===== src/rtl/run_ctl_pkg.sv =====
// Shared definitions for the RUN flip-flop control stage: state encoding,
// halt-cause codes and default sizing.
package run_ctl_pkg;

  localparam int DEF_CNT_W   = 8;
  localparam int DEF_PULSE_W = 2;

  localparam logic [2:0] S_IDLE     = 3'd0;
  localparam logic [2:0] S_SETTING  = 3'd1;
  localparam logic [2:0] S_RUNNING  = 3'd2;
  localparam logic [2:0] S_STEPPING = 3'd3;
  localparam logic [2:0] S_CLEARING = 3'd4;

  typedef enum logic [2:0] {
    ST_IDLE     = S_IDLE,
    ST_SETTING  = S_SETTING,
    ST_RUNNING  = S_RUNNING,
    ST_STEPPING = S_STEPPING,
    ST_CLEARING = S_CLEARING
  } run_state_e;

  // Reason the last run ended (reported when RUN_HALT_CAUSE_EN is defined)
  localparam logic [1:0] CAUSE_NONE  = 2'd0;
  localparam logic [1:0] CAUSE_STOP  = 2'd1;
  localparam logic [1:0] CAUSE_STEPS = 2'd2;
  localparam logic [1:0] CAUSE_HALT  = 2'd3;

endpackage


===== src/rtl/run_step_ctl_if.sv =====
// Spy-bus / RUN flip-flop signal bundle for run_step_ctl.
// HALT_CAUSE exists only when RUN_HALT_CAUSE_EN is defined.
interface run_step_ctl_if import run_ctl_pkg::*; #(
  parameter int CNT_W = DEF_CNT_W
);
  logic             START;
  logic             STOP;
  logic             STEP;
  logic [CNT_W-1:0] STEP_COUNT;
  logic             UINST_ADV;
  logic             HALT_REQ;
  logic             RUN_Q;
  logic             RUN_S_N;
  logic             RUN_R_N;
  logic [CNT_W-1:0] STEPS_LEFT;
  logic             BUSY;
  logic             DONE;
`ifdef RUN_HALT_CAUSE_EN
  logic [1:0]       HALT_CAUSE;
`endif

  modport master (
`ifdef RUN_HALT_CAUSE_EN
    input  HALT_CAUSE,
`endif
    output START, STOP, STEP, STEP_COUNT, UINST_ADV, HALT_REQ, RUN_Q,
    input  RUN_S_N, RUN_R_N, STEPS_LEFT, BUSY, DONE
  );

  modport slave (
`ifdef RUN_HALT_CAUSE_EN
    output HALT_CAUSE,
`endif
    input  START, STOP, STEP, STEP_COUNT, UINST_ADV, HALT_REQ, RUN_Q,
    output RUN_S_N, RUN_R_N, STEPS_LEFT, BUSY, DONE
  );
endinterface


===== src/rtl/run_pulse_gen.sv =====
// Active-low pulse generator: a fire strobe produces a registered low pulse
// of exactly PULSE_W cycles starting the cycle after the strobe.
// 'last' marks the final low cycle so the caller can leave on that edge.
module run_pulse_gen import run_ctl_pkg::*; #(
  parameter int PULSE_W = DEF_PULSE_W
) (
  input  logic clk,
  input  logic rst,
  input  logic fire,
  output logic pulse_n,
  output logic last
);
  logic [2:0] cnt_q, cnt_d;
  logic       pulse_n_q, pulse_n_d;

  // Reload on fire, otherwise count down to zero; output is low while nonzero
  always_comb begin
    cnt_d = cnt_q;
    if (fire)                cnt_d = 3'(PULSE_W);
    else if (cnt_q != 3'd0)  cnt_d = cnt_q - 3'd1;
    pulse_n_d = (cnt_d == 3'd0);
  end

  // Counter and output register; reset releases the pulse at once
  always_ff @(posedge clk or posedge rst) begin
    if (rst) begin
      cnt_q     <= 3'd0;
      pulse_n_q <= 1'b1;
    end else begin
      cnt_q     <= cnt_d;
      pulse_n_q <= pulse_n_d;
    end
  end

  assign pulse_n = pulse_n_q;
  assign last    = (cnt_q == 3'd1);
endmodule


===== src/rtl/run_step_ctl.sv =====
// RUN flip-flop control: turns start/stop/step strobes and halt requests
// into clean set/clear pulses, counts step bursts, reports busy/done.
// Optional macro RUN_HALT_CAUSE_EN adds the HALT_CAUSE status output.
module run_step_ctl import run_ctl_pkg::*; #(
  parameter int CNT_W   = DEF_CNT_W,
  parameter int PULSE_W = DEF_PULSE_W
) (
  input logic           CLK,
  input logic           RESET,
  run_step_ctl_if.slave bus
);
  run_state_e       state_q, state_d;
  logic             step_mode_q, step_mode_d;  // 1: burst of STEPS_LEFT
  logic             stop_pend_q, stop_pend_d;  // STOP seen while setting
  logic             fired_q, fired_d;          // pulse already launched here
  logic [CNT_W-1:0] steps_q, steps_d;
  logic             busy_q, busy_d;
  logic             done_q, done_d;
  logic             set_fire, clr_fire;
  logic             set_n, set_last, clr_n, clr_last;

  run_pulse_gen #(.PULSE_W(PULSE_W)) u_set (
    .clk(CLK), .rst(RESET), .fire(set_fire), .pulse_n(set_n), .last(set_last));
  run_pulse_gen #(.PULSE_W(PULSE_W)) u_clr (
    .clk(CLK), .rst(RESET), .fire(clr_fire), .pulse_n(clr_n), .last(clr_last));

  // Next-state, step counting and pulse launch; HALT > STOP > STEP > START
  always_comb begin
    state_d     = state_q;
    step_mode_d = step_mode_q;
    stop_pend_d = stop_pend_q;
    fired_d     = fired_q;
    steps_d     = steps_q;
    done_d      = 1'b0;
    set_fire    = 1'b0;
    clr_fire    = 1'b0;
    case (state_q)
      ST_IDLE: begin
        if ((bus.HALT_REQ && (bus.START || bus.STEP)) || bus.STOP) begin
          done_d = 1'b1;
        end else if (bus.STEP) begin
          if (bus.STEP_COUNT == '0) begin
            done_d = 1'b1;
          end else begin
            steps_d     = bus.STEP_COUNT;
            step_mode_d = 1'b1;
            state_d     = ST_SETTING;
          end
        end else if (bus.START) begin
          step_mode_d = 1'b0;
          state_d     = ST_SETTING;
        end
      end
      ST_SETTING: begin
        set_fire = !fired_q;
        if (bus.STOP) stop_pend_d = 1'b1;
        // Leave on the last low cycle; a pending stop or halt turns straight
        // into a clear, otherwise settle into the requested mode.
        if (fired_q && set_last) begin
          if (bus.HALT_REQ || bus.STOP || stop_pend_q) state_d = ST_CLEARING;
          else if (step_mode_q)                        state_d = ST_STEPPING;
          else                                         state_d = ST_RUNNING;
        end
      end
      ST_RUNNING: begin
        if (bus.HALT_REQ || bus.STOP) state_d = ST_CLEARING;
      end
      ST_STEPPING: begin
        if (bus.HALT_REQ || bus.STOP) begin
          state_d = ST_CLEARING;
        end else if (bus.UINST_ADV && steps_q != '0) begin
          steps_d = steps_q - CNT_W'(1);
          if (steps_q == CNT_W'(1)) state_d = ST_CLEARING;
        end
      end
      ST_CLEARING: begin
        clr_fire = !fired_q;
        // Done once the clear pulse has run its full width and RUN has dropped
        if (fired_q && (clr_last || clr_n) && !bus.RUN_Q) begin
          state_d = ST_IDLE;
          done_d  = 1'b1;
        end
      end
      default: state_d = ST_IDLE;
    endcase
    if (state_d != state_q) begin
      fired_d     = 1'b0;
      stop_pend_d = 1'b0;
    end else if (set_fire || clr_fire) begin
      fired_d = 1'b1;
    end
    busy_d = (state_d != ST_IDLE);
  end

  // State and status registers
  always_ff @(posedge CLK or posedge RESET) begin
    if (RESET) begin
      state_q     <= ST_IDLE;
      step_mode_q <= 1'b0;
      stop_pend_q <= 1'b0;
      fired_q     <= 1'b0;
      steps_q     <= '0;
      busy_q      <= 1'b0;
      done_q      <= 1'b0;
    end else begin
      state_q     <= state_d;
      step_mode_q <= step_mode_d;
      stop_pend_q <= stop_pend_d;
      fired_q     <= fired_d;
      steps_q     <= steps_d;
      busy_q      <= busy_d;
      done_q      <= done_d;
    end
  end

  assign bus.RUN_S_N    = set_n;
  assign bus.RUN_R_N    = clr_n;
  assign bus.STEPS_LEFT = steps_q;
  assign bus.BUSY       = busy_q;
  assign bus.DONE       = done_q;

`ifdef RUN_HALT_CAUSE_EN
  logic [1:0] cause_q, cause_d;

  // Latch why the run is ending on entry to clearing; a new run clears it
  always_comb begin
    cause_d = cause_q;
    if (state_d == ST_SETTING && state_q != ST_SETTING) begin
      cause_d = CAUSE_NONE;
    end else if (state_d == ST_CLEARING && state_q != ST_CLEARING) begin
      if (bus.HALT_REQ)                  cause_d = CAUSE_HALT;
      else if (bus.STOP || stop_pend_q)  cause_d = CAUSE_STOP;
      else                               cause_d = CAUSE_STEPS;
    end
  end

  // Halt-cause register
  always_ff @(posedge CLK or posedge RESET) begin
    if (RESET) cause_q <= CAUSE_NONE;
    else       cause_q <= cause_d;
  end

  assign bus.HALT_CAUSE = cause_q;
`endif
endmodule


===== src/flat_wrapper.sv =====
// flat-port wrapper written by rule: the top's interface ports become plain ports
module run_step_ctl_flat import run_ctl_pkg::*;
#(
  parameter int CNT_W   = DEF_CNT_W,
  parameter int PULSE_W = DEF_PULSE_W
)
  (CLK, RESET, bus_START, bus_STOP, bus_STEP, bus_STEP_COUNT, bus_UINST_ADV, bus_HALT_REQ, bus_RUN_Q, bus_RUN_S_N, bus_RUN_R_N, bus_STEPS_LEFT, bus_BUSY, bus_DONE);
  run_step_ctl_if #(.CNT_W(CNT_W)) bus_i ();
  input logic CLK;
  input logic RESET;
  input wire logic [$bits(bus_i.START)-1:0] bus_START;
  input wire logic [$bits(bus_i.STOP)-1:0] bus_STOP;
  input wire logic [$bits(bus_i.STEP)-1:0] bus_STEP;
  input wire logic [$bits(bus_i.STEP_COUNT)-1:0] bus_STEP_COUNT;
  input wire logic [$bits(bus_i.UINST_ADV)-1:0] bus_UINST_ADV;
  input wire logic [$bits(bus_i.HALT_REQ)-1:0] bus_HALT_REQ;
  input wire logic [$bits(bus_i.RUN_Q)-1:0] bus_RUN_Q;
  output wire logic [$bits(bus_i.RUN_S_N)-1:0] bus_RUN_S_N;
  output wire logic [$bits(bus_i.RUN_R_N)-1:0] bus_RUN_R_N;
  output wire logic [$bits(bus_i.STEPS_LEFT)-1:0] bus_STEPS_LEFT;
  output wire logic [$bits(bus_i.BUSY)-1:0] bus_BUSY;
  output wire logic [$bits(bus_i.DONE)-1:0] bus_DONE;
  assign bus_i.START = bus_START;
  assign bus_i.STOP = bus_STOP;
  assign bus_i.STEP = bus_STEP;
  assign bus_i.STEP_COUNT = bus_STEP_COUNT;
  assign bus_i.UINST_ADV = bus_UINST_ADV;
  assign bus_i.HALT_REQ = bus_HALT_REQ;
  assign bus_i.RUN_Q = bus_RUN_Q;
  assign bus_RUN_S_N = bus_i.RUN_S_N;
  assign bus_RUN_R_N = bus_i.RUN_R_N;
  assign bus_STEPS_LEFT = bus_i.STEPS_LEFT;
  assign bus_BUSY = bus_i.BUSY;
  assign bus_DONE = bus_i.DONE;
  run_step_ctl #(.CNT_W(CNT_W), .PULSE_W(PULSE_W)) u_core (.CLK(CLK), .RESET(RESET), .bus(bus_i));
endmodule

===== config.mk =====
export PLATFORM = sky130hd
export DESIGN_NAME = run_step_ctl_flat
export DESIGN_NICKNAME = d
export VERILOG_FILES = /design/src/rtl/run_ctl_pkg.sv /design/src/rtl/run_step_ctl_if.sv /design/src/rtl/run_pulse_gen.sv /design/src/rtl/run_step_ctl.sv /design/src/flat_wrapper.sv
export SDC_FILE = /design/constraint.sdc
export NUM_CORES = 1
export LEC_CHECK = 0
export CORE_MARGIN = 8
export CORE_UTILIZATION = 47
export DETAILED_ROUTE_END_ITERATION = 7
export PLACE_DENSITY = 0.75
export SLEW_MARGIN = 10
export SYNTH_ARGS = -nofsm -noshare
export SYNTH_HDL_FRONTEND = slang
export SYNTH_SLANG_ARGS = --single-unit

===== constraint.sdc =====
create_clock -name CLK -period 1.7 [get_ports CLK]
set_input_delay 0.425 -clock CLK [delete_from_list [all_inputs] [get_ports CLK]]
set_output_delay 0.425 -clock CLK [all_outputs]
set_load 0.005 [all_outputs]

### Word-level counts from Yosys, hierarchy flattened

Cells that the tools add are included.

| word-level totals | value |
|---|---|
| output and inout bits | 12 |
| register bits | 24 |
| word-level logic and storage cells | 96 |
| input port bits | 16 |

| operators by class | value |
|---|---|
| reductions and logical operators | 29 |
| multiplexer cells | 38 |
| bitwise operators | 1 |
| equality and inequality tests | 14 |
| add/subtract/negate cells | 3 |

Operator list:

| operator | count |
|---|---|
| $mux 3 | 15 |
| $mux 8 | 5 |
| $pmux 8 s2 | 1 |
| $mux 1 | 15 |
| $pmux 3 s5 | 1 |
| $ne 2x2->1 const B | 5 |
| $reduce_bool 2->1 | 5 |
| $eq 3x1->1 const B | 3 |
| $logic_not 3->1 | 3 |
| $reduce_bool 3->1 | 3 |
| $eq 8x1->1 const B | 1 |
| $logic_not 8->1 | 1 |
| $reduce_bool 8->1 | 1 |
| $sub 8x1->8 const B | 1 |
| $eq 3x2->1 const B | 2 |
| $logic_or 1x1->1 | 6 |
| $reduce_and 6->1 | 1 |
| $sub 3x1->3 const B | 2 |
| $logic_and 1x1->1 | 5 |
| $reduce_and 4->1 | 1 |
| $eq 3x3->1 const B | 1 |
| $ne 3x3->1 | 1 |
| $logic_not 1->1 | 2 |
| $ne 2x1->1 const B | 1 |
| 3 further kinds | 3 |

### Longest topological paths before layout

| depth | value |
|---|---|
| depth in word-level cells | 9 |
| depth in mapped cells | 7 |
| depth with buffers taken out | 7 |

### Hierarchy

Synthesis repeated with hierarchy kept, for this count alone.

| unflattened totals | value |
|---|---|
| cell total of the unflattened synthesis | 187 |
| area, all modules | 1624.1 sq um |

By module, submodules not included:

| module | instances | area an instance (sq um) | cells each |
|---|---|---|---|
| run_step_ctl | 1 | 1123.6 | 139 |
| run_pulse_gen | 2 | 250.2 | 24 |

### Worst setup path before layout

OpenSTA, ideal clock, no wires.

| timing path | value |
|---|---|
| path kind | input-to-reg |
| start | input bus_HALT_REQ |
| end | register u_core.steps_q[4], in the netlist u_core.bus.STEPS_LEFT[4] |
| data arrival time | 1638 ps |
| buffers on the path | 1 |
| stages on the path | 5 |
| path slack | -59 ps |
| setup time | 121 ps |
| path through | or3_4 a2111oi_4 a41oi_2 buf_2 o22a_1 |

| on the way | value |
|---|---|
| longest elaborated chain between the ends | 4 |

RTL lines:

| what | line | source |
|---|---|---|
| from (decl) | flat_wrapper.sv:16 | `input wire logic [$bits(bus_i.HALT_REQ)-1:0] bus_HALT_REQ;` |
| $logic_and 1x1->1 | run_step_ctl.sv:39 | `if ((bus.HALT_REQ && (bus.START \|\| bus.STEP)) \|\| bus.STOP) begin` |
| $logic_or 1x1->1 | run_step_ctl.sv:39 |  |
| $ne 2x2->1 (no source line) | - |  |
| $reduce_and 6->1 (no source line) * | - |  |
| to (signal assigned) | run_step_ctl.sv:110 | `steps_q <= steps_d;` |
| to (decl) | run_step_ctl.sv:16 | `logic [CNT_W-1:0] steps_q, steps_d;` |

Every way passes the cells marked *; elsewhere a longest branch is shown, timed or not.
A chain may end at the register's enable or synchronous reset.

### Final worst setup path

| timing path | value |
|---|---|
| start | input bus_HALT_REQ |
| end | register u_core.steps_q[0], in the netlist u_core.bus.STEPS_LEFT[0] |

Same word-level chain as after synthesis.

==> flow_metrics.env <==
export IMPL_insertion_delay_ps=320
export IMPL_synthCells=178
export IMPL_dr_first_iter_drc_count=161
export IMPL_layout_min_cycle_time_ps=1760
export IMPL_antenna_cells=0
export IMPL_crit_arrival_ps=2010
export IMPL_finalSetupTns_ps=-143
export IMPL_h_tree_depth=1
export IMPL_grt_pass1_vias=1751
export IMPL_portBuffers=27
export IMPL_fill_cells=250
export IMPL_leakage_nw=1.12
export IMPL_status="finished, violations left"
export IMPL_slowest_delay_ps=410
export IMPL_ys_warn_count=0
export IMPL_routed_wl_um=4700
export IMPL_hold_violations=0
export IMPL_finalSetupViolCount=4
export IMPL_synth_top_area_cell="dfrtp_1"
export IMPL_dieArea_sq_mm=0.00543
export IMPL_synth_area_sq_mm=0.00156
export IMPL_hold_slack_ps=425
export IMPL_nNetsFinal=277
export IMPL_fmax_ghz=0.570
export IMPL_cts_sinks=24
export IMPL_p_int_mw=2.04
export IMPL_skew_ps=4.98
export IMPL_switching_share=0.412
export IMPL_final_cell_mix="buf_4 (44), nor2_1 (28), dfrtp_1 (22)"
export IMPL_slew_violations=0
export IMPL_area_delta_synth_final_pct=51.6
export IMPL_postSynthAreaPerCell_sq_um=8.78
export IMPL_violations="setup timing"
export IMPL_synth_edf_count=0
export IMPL_cp_end_kind="flip-flop"
export IMPL_gp_congestion=1.04
export IMPL_startpoint_type="input pin"
export IMPL_comb_power_share=0.608
export IMPL_die_width_um=73.7
export IMPL_cts_inserted_buffers=3
export IMPL_cts_tree="done"
export IMPL_grt_max_degree=25
export IMPL_layout_commonest_cell="buf_4"
export IMPL_wl_per_cell_um=15.8
export IMPL_grt_pass1_wl_um=7720
export IMPL_hold_buffers=0
export IMPL_dp_cells=282
export IMPL_synth_top_cell_area_share=0.352
export IMPL_ys_ff_latch=24
export IMPL_fin_cells=297
export IMPL_rows=21
export IMPL_dr_pass1_iters=4
export IMPL_relSlewSlack=0.626
export IMPL_synth_area_leaders="dfrtp_1 (35%), nor2_1 (7.4%), ha_1 (7.2%)"
export IMPL_worstSetupPathType="input pin to flip-flop"
export IMPL_ys_seq_area_frac=0.386
export IMPL_p_seq_frac=0.304
export IMPL_syn_nets=203
export IMPL_tightest_slew_ps=556
export IMPL_cp_cell_sequence="dlygate4sd2_1 > or3_4 > a2111oi_4 > a41oi_4 > or3_1 > o21ai_1"
export IMPL_hold_path_class="input pin to asynchronous set/reset pin"
export IMPL_fin_ws_ps=-55.0
export IMPL_utilization=0.727
export IMPL_power_density_mw_per_mm2=1460
export IMPL_synthArstFlopShare=1.00
export IMPL_cp_max_fo=5
export IMPL_clock_path_buffers=2
export IMPL_multi_input_area_sq_um=993
export IMPL_gr_usage_all_layers=0.179
export IMPL_drc_errors=0
export IMPL_ir_drop_uv=825
export IMPL_register_area_sq_um=603
export IMPL_slowest_stage="or3_4"
export IMPL_place_detailed_hpwl_um=3320
export IMPL_clkTransAtPathRegs_ps=130
export IMPL_p_switching_mw=1.43
export IMPL_routed_via_count=1683
export IMPL_fin_crit_sh=1.03
export IMPL_pwr_share_clk=0.088
export IMPL_overflow=0
export IMPL_initial_core_util=0.480
export IMPL_ys_types=46
export IMPL_drv_cap=0
export IMPL_coreArea_sq_mm=0.00326
export IMPL_rsz0062_at_grt="true"
export IMPL_antenna_found_initial=0
export IMPL_avgViaCountPerCell=5.67
export IMPL_io_pins=28
export IMPL_ant_nets=0
export IMPL_die_h_um=73.7
export IMPL_cts_root_buf="clkbuf_4"
export IMPL_ys_flop_type="dfrtp_1"
export IMPL_crit_required_ps=1960
export IMPL_drive_above_1_share=0.311
[cell type report]
class	count	area share
Multi-Input combinational cell	137	0.419
Clock buffer	4	0.0153
Inverter	12	0.0201
Sequential cell	24	0.255
Timing Repair Buffer	74	0.266
Tap cell	46	0.0243
[logic make-up (layout without fill, tap and decap cells)]
group,count (synthesis),in the layout,share of synthesized area
AOI/OAI and AO/OA,50,50,0.223
xor gates and xnor gates,3,3,0.0168
adders and majority gates,9,9,0.0721
buffers and inverters,17,90,0.0424
and+or+nand+nor,73,73,0.247
muxes,2,2,0.0128
DFF,24,24,0.386
[flip-flops by register name, indices dropped and copies added (netlist names), 3 cells and up]
signal / flops
u_core.bus.STEPS_LEFT: 8
u_core.state_q: 3
u_core.u_clr.cnt_q: 3
u_core.u_set.cnt_q: 3
[Yosys cell counts (all sizes together) (2+ instances only)]
cell type  count
clkbuf         2
nor2          31
ha             9
a21oi         12
a31oi          3
dfrtp         22
nor3b          2
inv           12
dfstp          2
nand2          5
or3            2
a21o           2
mux2i          2
o32ai          2
a211oi         2
nor2b          2
o21ai         15
nor3           8
a22oi          4
xnor2          3
nand2b         6
nor4           5
nand3          3
nand3b         2
buf            3
[final timing paths]
kind	slack [ps]	endpoint	startpoint	cells past startpoint
worst max-delay path	-60	u_core.bus.STEPS_LEFT[0]$_DFFE_PP0P_	bus_HALT_REQ	6
worst min-delay path	430	u_core.bus.STEPS_LEFT[0]$_DFFE_PP0P_	RESET	3
worst max register to register	-60	u_core.bus.STEPS_LEFT[0]$_DFFE_PP0P_	u_core.state_q[2]$_DFF_PP0_	5
worst min register to register	520	u_core.step_mode_q$_DFFE_PP0P_	u_core.step_mode_q$_DFFE_PP0P_	1
max in group asynchronous	980	u_core.u_clr.pulse_n$_DFF_PP1_	RESET	3
min in group CLK	450	u_core.bus.STEPS_LEFT[3]$_DFFE_PP0P_	bus_STEP_COUNT[3]	3
[critical path: cells and delay by family]
family | cells | cell delay (ps)
buf+inv | 1 | 240
simple gates | 2 | 810
compound gates | 3 | 530
[repair_timing]
action,in CTS,in global routing
gates cloned,0,0
gates resized for setup,27,17
pin swaps,17,5
buffers inserted,9,2
setup endpoints to repair,21,15
[through the flow]
step / power [mW] / worst slack, ps / area (sq um)
2_1_floorplan: 2.05 / -52.2 / 1570
4_1_cts: 3.34 / -138 / 2290
5_1_grt: 3.75 / -145 / 2370
3_3_place_gp: 2.78 / -618 / 2140
6_report: 3.46 / -55.0 / 2370
3_5_place_dp: 2.90 / -674 / 2140
[metal layers]
metal  global-route usage  vias to the layer above  routed length, um
met1                0.190                      805               1810
met3               0.0300                       13                300
met2                0.334                       73               2490
li1                     -                      792                  -
met4               0.0798                        0                103
met5                    0                        -                  0
[power groups by stage]
stage | Clock (mW) | Combinational, mW | Sequential (mW)
floorplan | 0 | 0.998 | 1.06
global placement | 0 | 1.73 | 1.05
detailed placement | 0 | 1.83 | 1.07
CTS | 0.314 | 1.98 | 1.04
global route | 0.336 | 2.32 | 1.09
finish | 0.304 | 2.11 | 1.05
Power figures use the tool's default switching activity.
